File: src/rtl/lsu.sv
// Load/store unit: one outstanding data-bus access per instruction, stalling the
// pipeline through hold_flag_o until the access completes or is abandoned.
module lsu (
    input  logic        clk,
    input  logic        rst,
    input  logic        mem_re_i,
    input  logic        mem_we_i,
    input  logic [2:0]  mem_size_i,
    input  logic [31:0] mem_addr_i,
    input  logic [31:0] mem_wdata_i,
    input  logic [4:0]  rd_addr_i,
    input  logic        flush_i,
    output logic        bus_req_o,
    output logic        bus_we_o,
    output logic [31:0] bus_addr_o,
    output logic [3:0]  bus_be_o,
    output logic [31:0] bus_wdata_o,
    input  logic        bus_gnt_i,
    input  logic        bus_rvalid_i,
    input  logic [31:0] bus_rdata_i,
    output logic        hold_flag_o,
    output logic        reg_wen_o,
    output logic [4:0]  rd_addr_o,
    output logic [31:0] rd_data_o,
    output logic        err_o
);

    typedef enum logic [1:0] {
        S_IDLE,
        S_REQ,
        S_RESP,
        S_DONE
    } state_e;

    state_e      state_q, state_d;
    logic [31:0] addr_q, addr_d;
    logic [31:0] wdata_q, wdata_d;
    logic [2:0]  size_q, size_d;
    logic [4:0]  ld_rd_q, ld_rd_d;
    logic        we_q, we_d;
    logic        kill_q, kill_d;
    logic        reg_wen_q, reg_wen_d;
    logic        err_q, err_d;
    logic [4:0]  rd_addr_q, rd_addr_d;
    logic [31:0] rd_data_q, rd_data_d;

    logic        start;
    logic        type_ok;
    logic        align_ok;
    logic [7:0]  ld_byte;
    logic [15:0] ld_half;
    logic [31:0] ld_ext;

    assign start = (mem_re_i | mem_we_i) & ~flush_i;

    always_comb begin
        type_ok  = 1'b0;
        align_ok = 1'b0;
        case (mem_size_i)
            3'b000, 3'b100: begin
                type_ok  = 1'b1;
                align_ok = 1'b1;
            end
            3'b001, 3'b101: begin
                type_ok  = 1'b1;
                align_ok = ~mem_addr_i[0];
            end
            3'b010: begin
                type_ok  = 1'b1;
                align_ok = (mem_addr_i[1:0] == 2'b00);
            end
            default: ;
        endcase
        // Unsigned stores do not exist, and a simultaneous load+store is malformed.
        if (mem_we_i && mem_size_i[2]) type_ok = 1'b0;
        if (mem_re_i && mem_we_i)      type_ok = 1'b0;
    end

    always_comb begin
        case (addr_q[1:0])
            2'b00:   ld_byte = bus_rdata_i[7:0];
            2'b01:   ld_byte = bus_rdata_i[15:8];
            2'b10:   ld_byte = bus_rdata_i[23:16];
            default: ld_byte = bus_rdata_i[31:24];
        endcase
        ld_half = addr_q[1] ? bus_rdata_i[31:16] : bus_rdata_i[15:0];
        case (size_q)
            3'b000:  ld_ext = {{24{ld_byte[7]}}, ld_byte};
            3'b001:  ld_ext = {{16{ld_half[15]}}, ld_half};
            3'b100:  ld_ext = {24'b0, ld_byte};
            3'b101:  ld_ext = {16'b0, ld_half};
            default: ld_ext = bus_rdata_i;
        endcase
    end

    always_comb begin
        case (size_q[1:0])
            2'b00: begin
                bus_be_o    = 4'b0001 << addr_q[1:0];
                bus_wdata_o = {4{wdata_q[7:0]}};
            end
            2'b01: begin
                bus_be_o    = addr_q[1] ? 4'b1100 : 4'b0011;
                bus_wdata_o = {2{wdata_q[15:0]}};
            end
            default: begin
                bus_be_o    = 4'b1111;
                bus_wdata_o = wdata_q;
            end
        endcase
    end

    assign bus_addr_o = {addr_q[31:2], 2'b00};
    assign bus_we_o   = we_q & (state_q == S_REQ);

    always_comb begin
        state_d     = state_q;
        addr_d      = addr_q;
        wdata_d     = wdata_q;
        size_d      = size_q;
        ld_rd_d     = ld_rd_q;
        we_d        = we_q;
        kill_d      = kill_q;
        reg_wen_d   = 1'b0;
        err_d       = 1'b0;
        rd_addr_d   = rd_addr_q;
        rd_data_d   = rd_data_q;
        hold_flag_o = 1'b0;
        bus_req_o   = 1'b0;
        case (state_q)
            S_IDLE: begin
                if (start) begin
                    hold_flag_o = 1'b1;
                    addr_d      = mem_addr_i;
                    wdata_d     = mem_wdata_i;
                    size_d      = mem_size_i;
                    ld_rd_d     = rd_addr_i;
                    we_d        = mem_we_i;
                    kill_d      = 1'b0;
                    if (type_ok && align_ok) begin
                        state_d = S_REQ;
                    end else begin
                        state_d = S_DONE;
                        err_d   = 1'b1;
                    end
                end
            end
            S_REQ: begin
                hold_flag_o = 1'b1;
                bus_req_o   = 1'b1;
                // Once granted the access cannot be recalled; a flush only squashes writeback.
                if (bus_gnt_i) begin
                    kill_d  = flush_i;
                    state_d = we_q ? S_DONE : S_RESP;
                end else if (flush_i) begin
                    state_d = S_IDLE;
                end
            end
            S_RESP: begin
                hold_flag_o = 1'b1;
                if (flush_i) kill_d = 1'b1;
                if (bus_rvalid_i) begin
                    state_d   = S_DONE;
                    reg_wen_d = ~kill_q & ~flush_i;
                    rd_data_d = ld_ext;
                    rd_addr_d = ld_rd_q;
                end
            end
            default: begin
                state_d = S_IDLE;
            end
        endcase
    end

    always_ff @(posedge clk) begin
        if (rst) begin
            state_q   <= S_IDLE;
            addr_q    <= '0;
            wdata_q   <= '0;
            size_q    <= '0;
            ld_rd_q   <= '0;
            we_q      <= 1'b0;
            kill_q    <= 1'b0;
            reg_wen_q <= 1'b0;
            err_q     <= 1'b0;
            rd_addr_q <= '0;
            rd_data_q <= '0;
        end else begin
            state_q   <= state_d;
            addr_q    <= addr_d;
            wdata_q   <= wdata_d;
            size_q    <= size_d;
            ld_rd_q   <= ld_rd_d;
            we_q      <= we_d;
            kill_q    <= kill_d;
            reg_wen_q <= reg_wen_d;
            err_q     <= err_d;
            rd_addr_q <= rd_addr_d;
            rd_data_q <= rd_data_d;
        end
    end

    assign reg_wen_o = reg_wen_q;
    assign err_o     = err_q;
    assign rd_addr_o = rd_addr_q;
    assign rd_data_o = rd_data_q;

endmodule

File: config.mk
export PLATFORM = sky130hd
export DESIGN_NAME = lsu
export DESIGN_NICKNAME = d
export VERILOG_FILES = /design/src/rtl/lsu.sv
export SDC_FILE = /design/constraint.sdc
export NUM_CORES = 1
export LEC_CHECK = 0
export CORE_MARGIN = 3
export CORE_UTILIZATION = 25
export DETAILED_ROUTE_END_ITERATION = 10
export GPL_ROUTABILITY_DRIVEN = 0
export GPL_TIMING_DRIVEN = 0
export RECOVER_POWER = 100
export SYNTH_ARGS = -nofsm -noshare
export SYNTH_HDL_FRONTEND = slang
export SYNTH_SLANG_ARGS = --single-unit
File: constraint.sdc
create_clock -name clk -period 2.3 [get_ports clk]
set_input_delay 0.46 -clock clk [delete_from_list [all_inputs] [get_ports clk]]
set_output_delay 0.46 -clock clk [all_outputs]
set_load 0.005 [all_outputs]
---- Yosys cells after proc, flatten, opt, wreduce, memory -nomap -nowiden ----
Cells that the tools add are included.
operators by class
  equal/unequal tests ..................... 17
  shift operators ......................... 1
  muxes and demuxes ....................... 25
  bitwise gates (word level) .............. 11
  reduce and logical (&&, ||, !) cells .... 20
operators with widths
  cell                 number
  $pmux 32 s4          1
  $pmux 32 s2          1
  $pmux 8 s3           1
  $mux 16              1
  $eq 3x3->1 const B   4
  $mux 1               10
  $mux 2               5
  $logic_not 2->1      4
  $ne 2x2->1 const B   4
  $pmux 4 s2           1
  $not 1->1            7
  $eq 2x1->1 const B   3
  $eq 3x1->1 const B   2
  $logic_not 3->1      2
  $pmux 1 s3           2
  $pmux 2 s3           1
  $reduce_or 2->1      3
  $reduce_or 3->1      2
  $reduce_or 5->1      1
  $eq 2x2->1 const B   2
  $mux 4               1
  $reduce_and 2->1     2
  $reduce_and 4->1     1
  $shl 1x2->4 const A  1
  other kinds (8)      12
word-level totals
  bits in registers ....................... 115
  bits of input ports ..................... 111
  output and inout bits ................... 110
  logic and storage cells ................. 85

---- Longest topological paths before layout ----
Gate-level depths: netlist (run 1).
  depth after elaboration ................. 9
  mapped depth ............................ 8
  depth with buffers taken out ............ 6

---- Least setup slack after synthesis (run 1) ----
Ideal clock, no wire load.
  path kind ............................... reg-to-reg
  start point ............................. reg state_q[0]
  end point ............................... reg kill_q
  library setup time ...................... 0.128 ns
  arrival ................................. 1.572 ns
  required time ........................... 2.172 ns
  path slack .............................. 0.600 ns
  cell stages (with the launch flop) ...... 8
  buffers on the path ..................... 1
  path through ............................ dfxtp_1 -> inv_1 -> ha_1 -> buf_2 -> nor2b_1 -> a2111oi_0 -> mux2i_1 -> nor2_1
between the ends
  word-level cells in the longest chain between the ends .. 3
  elaborated cells between the ends (all ways) .. 9
ends and longest elaborated chain
  item                                                              line  source
  start: declaration                                                35    state_e state_q, state_d;
  start signal: assignment                                          189   state_q <= state_d;
  $eq 2x1->1 (tied with other cells)                                130   case (state_q)
  $ne 2x2->1 (no source line) or $reduce_bool 3->1 (tied branches)  --
  $reduce_and 4->1 (no source line)                                 --
  end signal: assignment                                            195   kill_q <= kill_d;
  end: declaration                                                  41    logic kill_q, kill_d;
Several ways; a longest one is shown, not always the timed one.
A chain may end at the register's enable or synchronous reset.

---- Worst setup path after layout (run 1) ----
  start point ............................. reg size_q[0]
  end point ............................... out bus_be_o[0]
between the ends
  word-level cells in the longest chain between the ends .. 2
  elaborated cells between the ends (all ways) .. 3
ends and longest elaborated chain
  item                                           line  source
  start: declaration                             38    logic [2:0] size_q, size_d;
  start signal: assignment                       192   size_q <= size_d;
  $eq 2x1->1 or $logic_not 2->1 (tied branches)  97    case (size_q[1:0])
  $pmux 4 s2 *                                   97
  end: declaration                               16    output logic [3:0] bus_be_o,
Every way passes the cells marked *; elsewhere a longest branch is shown, timed or not.

==> metrics.log, run 1 <==
[metrics] H-tree levels: 4
[metrics] highest attainable clock frequency: around 0.45 GHz
[metrics] diode insertion count for antenna repair: 0
[metrics] GRT Residual Overflow: 0
[metrics] yosys warns: 0
[metrics] via count of the first global-routing pass: 5406
[metrics] end point of the worst hold path: rd_addr_o[3]$_SDFFE_PP0P_
[metrics] final std cells w/o fill: around 1200
[metrics] data arrival time of the critical path: between 1.5 and 2 ns
[metrics] Std-Cell Rows: 53
[metrics] number of nets in the layout: approximately 1000
[metrics] setup ws final: roughly 0.082 ns
[metrics] quantity of I/O buffers inserted on ports: approximately 220
[metrics] area of the multi-input gates: approximately 2600 sq um
[metrics] Area growth, synth to finish: 61.11%
[metrics] net switching power: 2589 uW
[metrics] proportion of power drawn by the clock network: 0.335
[metrics] x dimension of the die: ~150 um
[metrics] most common cell after layout, fill and taps aside: sky130_fd_sc_hd__nand2_1
[metrics] Cell variety after synth: 45
[metrics] worst max-slew margin expressed relative to the limit: 0.5539
[metrics] flop2flop setup slack: around 0.16 ns
[metrics] endpoint of the worst register-to-register path: rd_data_o[29]$_SDFFE_PP0P_
[metrics] Comb pwr share: 0.349
[metrics] outcome: finished, final reports clean
[metrics] post-synthesis area per instance: approximately 7.9 sq um
[metrics] maximum number of pins on one net before global-route repair: 17
[metrics] setup repair after global routing missed its margin: false
[metrics] Die ar.: between 20000 and 25000 sq um
[metrics] number of instances in the placed design: 1173
[metrics] Reg power frac: 0.316
[metrics] number of antenna-violating nets in the routed design: 0
[metrics] drt first-iter violations: 261
[metrics] initial antenna violation count: 0
[metrics] clock root cell: sky130_fd_sc_hd__clkbuf_16
[metrics] wire length of the first global-routing pass: 30210 um
[metrics] Inserted Clock Buffers: 17
[metrics] largest fanout of any net on the critical path: 7
[metrics] via count normalized by instance count: 4.527
[metrics] Hold WS: between 0.4 and 0.5 ns
[metrics] maximum buffer depth of the clock tree: 2
[metrics] origin of the worst min-delay path: ld_rd_q[3]$_SDFFE_PP0P_
[metrics] asr flop ratio synth: 0
[metrics] count of boundary I/O pins: 221
[metrics] Least-Margin Pin Slew: 0.6691 ns
[metrics] number of hold-slack violations in the final timing report: 0
[metrics] detail-routed net length per standard cell: 16.30 um
[metrics] number of fill cells: 2189
[metrics] mapped cell area: approximately 5400 sq um
[metrics] final setup violating endpoints: 0
[metrics] switching fraction of total power: 0.3212
[metrics] Mapped Cells: 680
[metrics] most used flip-flop cell after synthesis: sky130_fd_sc_hd__dfxtp_1
[metrics] required arrival time at the worst endpoint: between 1.5 and 2 ns
[metrics] DP Wirelength: about 15000 um
[metrics] cell count of the worst hold path: 2
[metrics] detailed-route DRC error count: 0
[metrics] number of buffers inserted by hold repair at cts: 0
[metrics] clock latency on the worst-skew pair: between 0.4 and 0.5 ns
[metrics] Yosys reg bits: ~120
[metrics] worst hold path class: register to register
[metrics] commonest cells after routing, fill and taps aside: sky130_fd_sc_hd__nand2_1, sky130_fd_sc_hd__clkdlybuf4s50_1, sky130_fd_sc_hd__dfxtp_1
[metrics] area of the core: 21090 sq um
[metrics] startpoint of the lowest-slack register-to-register path: state_q[0]$_SDFFE_PP0P_
[metrics] critical path startpoint category: register
[metrics] total power per unit cell area: 930.5 nW/um^2
[metrics] All-Layer GR Usage: 0.1643
[metrics] post-route clock skew: ~0.0082 ns
[metrics] Post-Route Setup TNS: 0 ns
[metrics] effective utilization at floorplan: 0.2550
[metrics] IR drop worst, VDD: ~0.49 mV
[metrics] length in cells of the worst reg-to-reg path: 8
[metrics] via count of the routed design: about 5500
[metrics] share of post-route cells with drive strength above 1: 0.1595
[metrics] Internal: roughly 5500 uW
[metrics] endpoint kind of the worst setup timing path: output pin
[metrics] clock-pin slew of the registers on the worst-case setup and hold paths: 0.06 ns
[metrics] register area share after synthesis: 0.4282
[metrics] number of max-slew violations in the final report: 0
[metrics] TritonCTS clock tree: yes
[metrics] Detailed Route WL: 19700 um
[metrics] first drt pass iteration count: 4
[metrics] total clock sinks: roughly 120
[metrics] maxcap violations: 0
[metrics] minimum clock period: roughly 2.2 ns
[metrics] kind of critical path: register to output pin
[metrics] count of flip-flops with a built-in enable after synthesis: 0
[metrics] final cycle utilization of the critical path: 0.9645
[metrics] total leakage power: between 0.003 and 0.004 uW
[metrics] placement-stage worst setup slack: -0.6973 ns
[metrics] die span in y: 152.6 um
[metrics] register cell area after layout: 2313 sq um
critical path, cell delays in order, from the launching register on:
cell	delay, ns
sky130_fd_sc_hd__dfxtp_4	0.40
sky130_fd_sc_hd__nand2b_1	0.13
sky130_fd_sc_hd__clkbuf_8	0.15
sky130_fd_sc_hd__a21o_1	0.16
sky130_fd_sc_hd__clkdlybuf4s50_1	0.51
worst max-delay path by stage:
| stage | startpoint | to | slack [ns] | cells past startpoint |
|---|---|---|---|---|
| floorplan | state_q[0]$_SDFFE_PP0P_ | kill_q$_SDFFE_PP0P_ | 0.60 | 7 |
| CTS | size_q[1]$_SDFFE_PP0P_ | bus_be_o[1] | 0.01 | 4 |
| detailed placement | flush_i | hold_flag_o | -0.70 | 7 |
| finish | size_q[0]$_SDFFE_PP0P_ | bus_be_o[0] | 0.08 | 4 |
| global placement | flush_i | hold_flag_o | -0.68 | 7 |
| global route | size_q[0]$_SDFFE_PP0P_ | bus_wdata_o[31] | 0.0006 | 5 |
cell families after synthesis:
kind of cell	count (synthesis)	synth area share
adder cells (fa/ha/maj)	5	0.01164
AND/OR/NAND/NOR	269	0.1985
flip-flops	115	0.4282
other	1	0.0006975
AO/OA/AOI/OAI	162	0.1987
buffers and inverters	98	0.1019
multiplexers	30	0.06028
cell usage after synthesis, drive strengths merged (2+ instances only):
master	instances	area, sq um
mux2	19	214.0
a22o	8	70.07
a21o	2	15.01
nor2	46	177.7
a211oi	24	230.2
nor2b	5	31.28
nor4	2	12.51
ha	5	62.56
a22oi	7	52.55
mux2i	11	110.1
dfxtp	115	2302
inv	7	26.28
nor3	11	55.05
buf	63	415.4
clkbuf	27	102.6
o221a	7	78.83
nand2b	2	12.51
o21ai	11	55.05
a31oi	7	43.79
and2	2	12.51
o21bai	3	22.52
nand2	197	739.5
a21oi	84	424.2
power groups by stage:
stage                     sequential (uW)  clock (uW)  combinational (uW)
after CTS                            2550        2770                2940
after detailed placement             2580           0                2840
after global placement               2570           0                2830
final                                2550        2700                2810
after global routing                 2590        2830                3130
after floorplan                      2530           0                1520
flip-flops by register name, indices dropped and copies added, names as in the netlist:
signal     cells
rd_addr_o      5
ld_rd_q        5
we_q           1
size_q         3
wdata_q       32
reg_wen_o      1
rd_data_o     32
err_o          1
state_q        2
kill_q         1
addr_q        32
final cells by class:
cell class                      count  area share
Buffer                             89     0.07035
Clock buffer                       24     0.05792
Clock inverter                      8     0.01141
Inverter                            8    0.003467
Multi-Input combinational cell    468      0.2970
Sequential cell                   115      0.2671
Tap cell                          275     0.03972
Timing Repair Buffer              222      0.2531
timing repair:
action | 4_1_cts | 5_1_grt
setup endpoints to repair | 29 | 3
setup buffers | 5 | 0
resized for setup | 75 | 4
pin swaps | 1 | 0
stage by stage:
stage	instance area [sq um]	power, uW	util
after floorplan	5380	4049	-
after global placement	7896	5397	0.3745
after detailed placement	7896	5411	0.3745
after CTS	8665	8258	0.4109
after global routing	8662	8553	0.4108
final	8662	8060	0.4108
routing by layer:
metal | global-route usage | part of all wire | up-vias
met1 | 0.2085 | 0.45 | 2531
li1 | - | - | 2737
met3 | 0.05879 | 0.073 | 14
met4 | 0.04115 | 0.012 | 0
met2 | 0.2670 | 0.46 | 191
met5 | 0 | 0 | -
No activity file was read; power rests on OpenSTA's default activity.
==> run 2, diff against run 1 <==
- clock period: 2.3 -> 2.1 ns (I/O delays scaled with it)
==> metrics.log, run 2 (synthesis gave the netlist of run 1 again) <==
[metrics] switching fraction of total power: 0.3208 (-0.0003374)
[metrics] most common cell after layout, fill and taps aside: sky130_fd_sc_hd__nand2_1
[metrics] quantity of I/O buffers inserted on ports: 217 (unchanged)
[metrics] length in cells of the worst reg-to-reg path: 7 (-1)
[metrics] initial antenna violation count: 0 (unchanged)
[metrics] most frequent cell on the critical path: sky130_fd_sc_hd__buf_6
[metrics] proportion of power drawn by the clock network: 0.330 (-0.005)
[metrics] via count of the first global-routing pass: 5411 (+0.092%)
[metrics] TritonCTS clock tree: yes
[metrics] area of the core: 21090 sq um (unchanged)
[metrics] final setup violating endpoints: 0 (unchanged)
[metrics] post-route clock skew: 0.007174 ns (-0.001045 ns)
[metrics] final cycle utilization of the critical path: 0.9921
[metrics] flop2flop setup slack: 0.10 ns (-0.06 ns)
[metrics] Die ar.: 23300 sq um (unchanged)
[metrics] minimum clock period: 2.083 ns
[metrics] clock root cell: sky130_fd_sc_hd__clkbuf_16
[metrics] worst max-slew margin expressed relative to the limit: 0.5507 (-0.003261)
[metrics] GRT Residual Overflow: 0 (unchanged)
[metrics] number of max-slew violations in the final report: 0 (unchanged)
[metrics] endpoint kind of the worst setup timing path: output pin
[metrics] via count normalized by instance count: 4.527 (about the same)
[metrics] critical path startpoint category: register
[metrics] IR drop worst, VDD: 0.5311 mV (+8.1%)
[metrics] maximum buffer depth of the clock tree: 2 (unchanged)
[metrics] number of antenna-violating nets in the routed design: 0 (unchanged)
[metrics] final std cells w/o fill: 1220 (+0.91%)
[metrics] Least-Margin Pin Slew: 0.6740 ns (+0.004891 ns)
[metrics] number of fill cells: 2167 (-1.0%)
[metrics] via count of the routed design: 5523 (+0.91%)
[metrics] required arrival time at the worst endpoint: 1.68 ns (-0.16 ns)
[metrics] die span in y: 152.6 um (unchanged)
[metrics] cell count of the worst hold path: 2 (unchanged)
[metrics] fin util: 0.4178 (+0.007061)
[metrics] total leakage power: 0.003600 uW (+2.9%)
[metrics] Comb pwr share: 0.357 (+0.008)
[metrics] highest attainable clock frequency: 0.4800 GHz
[metrics] Internal: 6082 uW (+11%)
[metrics] Std-Cell Rows: 53 (unchanged)
[metrics] maximum single-stage delay on the critical path: 0.36 ns (-0.15 ns)
[metrics] diode insertion count for antenna repair: 0 (unchanged)
[metrics] Post-Route Setup TNS: 0 ns (unchanged)
[metrics] Detailed Route WL: 19930 um (+1.1%)
[metrics] setup repair after global routing missed its margin: true
[metrics] largest fanout of any net on the critical path: 8 (+1)
[metrics] wire length of the first global-routing pass: 30620 um (+1.4%)
[metrics] total clock sinks: 115 (unchanged)
[metrics] clock latency on the worst-skew pair: 0.41 ns (about the same)
[metrics] worst hold path class: register to register
[metrics] count of boundary I/O pins: 221 (unchanged)
[metrics] commonest cells after routing, fill and taps aside: sky130_fd_sc_hd__nand2_1, sky130_fd_sc_hd__clkdlybuf4s50_1, sky130_fd_sc_hd__dfxtp_1
[metrics] clock-pin slew of the registers on the worst-case setup and hold paths: 0.05 ns (about the same)
[metrics] Inserted Clock Buffers: 17 (unchanged)
[metrics] drt first-iter violations: 233 (-11%)
[metrics] share of post-route cells with drive strength above 1: 0.1926 (+0.03306)
[metrics] kind of critical path: register to output pin
[metrics] area of the multi-input gates: 2615 sq um (+1.7%)
[metrics] x dimension of the die: 152.6 um (unchanged)
[metrics] first drt pass iteration count: 4 (unchanged)
[metrics] effective utilization at floorplan: 0.2550 (unchanged)
[metrics] All-Layer GR Usage: 0.1669 (+0.002631)
[metrics] outcome: finished, final reports clean
[metrics] number of instances in the placed design: 1173 (unchanged)
[metrics] register cell area after layout: 2316 sq um (+0.11%)
[metrics] H-tree levels: 4 (unchanged)
[metrics] maximum number of pins on one net before global-route repair: 17 (unchanged)
[metrics] detail-routed net length per standard cell: 16.33 um (+0.23%)
[metrics] DP Wirelength: 14640 um (unchanged)
[metrics] Design Power: 8955 uW (+11%)
[metrics] net switching power: 2873 uW (+11%)
[metrics] number of hold-slack violations in the final timing report: 0 (unchanged)
[metrics] Reg power frac: 0.313 (-0.003)
[metrics] maxcap violations: 0 (unchanged)
[metrics] detailed-route DRC error count: 0 (unchanged)
[metrics] cell with the largest stage delay on the worst path: sky130_fd_sc_hd__dfxtp_4
[metrics] data arrival time of the critical path: 1.66 ns (-0.10 ns)
[metrics] Area growth, synth to finish: 63.88%
[metrics] ordered list of cells on the worst path: buf_6 -> nor2_4 -> buf_12 -> buf_4 -> mux2_4 -> buf_6
[metrics] number of nets in the layout: 1048 (+1.1%)
[metrics] total power per unit cell area: 1016 nW/um^2 (+9.2%)
## run 2: per-stage QoR
step	setup WS (ns)	instance area [sq um]	hold WS [ns]
after floorplan	0.4001	5380	0.3980
after global placement	-0.7977	7896	0.4406
after detailed placement	-0.8173	7896	0.4373
after CTS	-0.03418	8803	0.4362
after global routing	-0.04535	8811	0.4717
final	0.01661	8811	0.4503
## run 2: final timing paths
check / to / from
worst min register to register: rd_addr_o[3]$_SDFFE_PP0P_ / ld_rd_q[3]$_SDFFE_PP0P_
worst max register to register: rd_data_o[29]$_SDFFE_PP0P_ / state_q[1]$_SDFFE_PP0P_
worst max-delay path: bus_wdata_o[11] / size_q[0]$_SDFFE_PP0P_
worst min-delay path: rd_addr_o[3]$_SDFFE_PP0P_ / ld_rd_q[3]$_SDFFE_PP0P_
## run 2: metal layers
layer,part of all wire,GRT usage,wire (um)
met1,0.46,0.2152,9068
met2,0.46,0.2710,9213
met3,0.072,0.05737,1432
met4,0.011,0.03776,214
met5,0,0,0
## run 2: critical path, delay by kind of cell, from the launching register on
family | cells | cell delay [ns]
muxes | 1 | 0.29
DFF | 1 | 0.36
and+or+nand+nor | 1 | 0.11
buffers and inverters | 4 | 0.48
## run 2: power by group through the flow
stage | Clock [uW] | Sequential, uW | Combinational (uW)
global route | 3100 | 2850 | 3550
CTS | 3040 | 2800 | 3330
detailed placement | 0 | 2820 | 3110
floorplan | 0 | 2770 | 1660
global placement | 0 | 2810 | 3100
finish | 2960 | 2800 | 3200
## run 2: area by class of cell
type | count | share of cell area
Buffer | 89 | 0.07327
Clock buffer | 24 | 0.05694
Clock inverter | 8 | 0.01122
Inverter | 8 | 0.004118
Multi-Input combinational cell | 468 | 0.2968
Sequential cell | 115 | 0.2629
Tap cell | 275 | 0.03905
Timing Repair Buffer | 233 | 0.2558
## run 2: repair_timing
item	in CTS	in global routing
pin swaps	7	4
gates resized for setup	150	15
hold buffers	0	0
cloned	1	0
setup endpoints to repair	31	13
buffers inserted	13	2
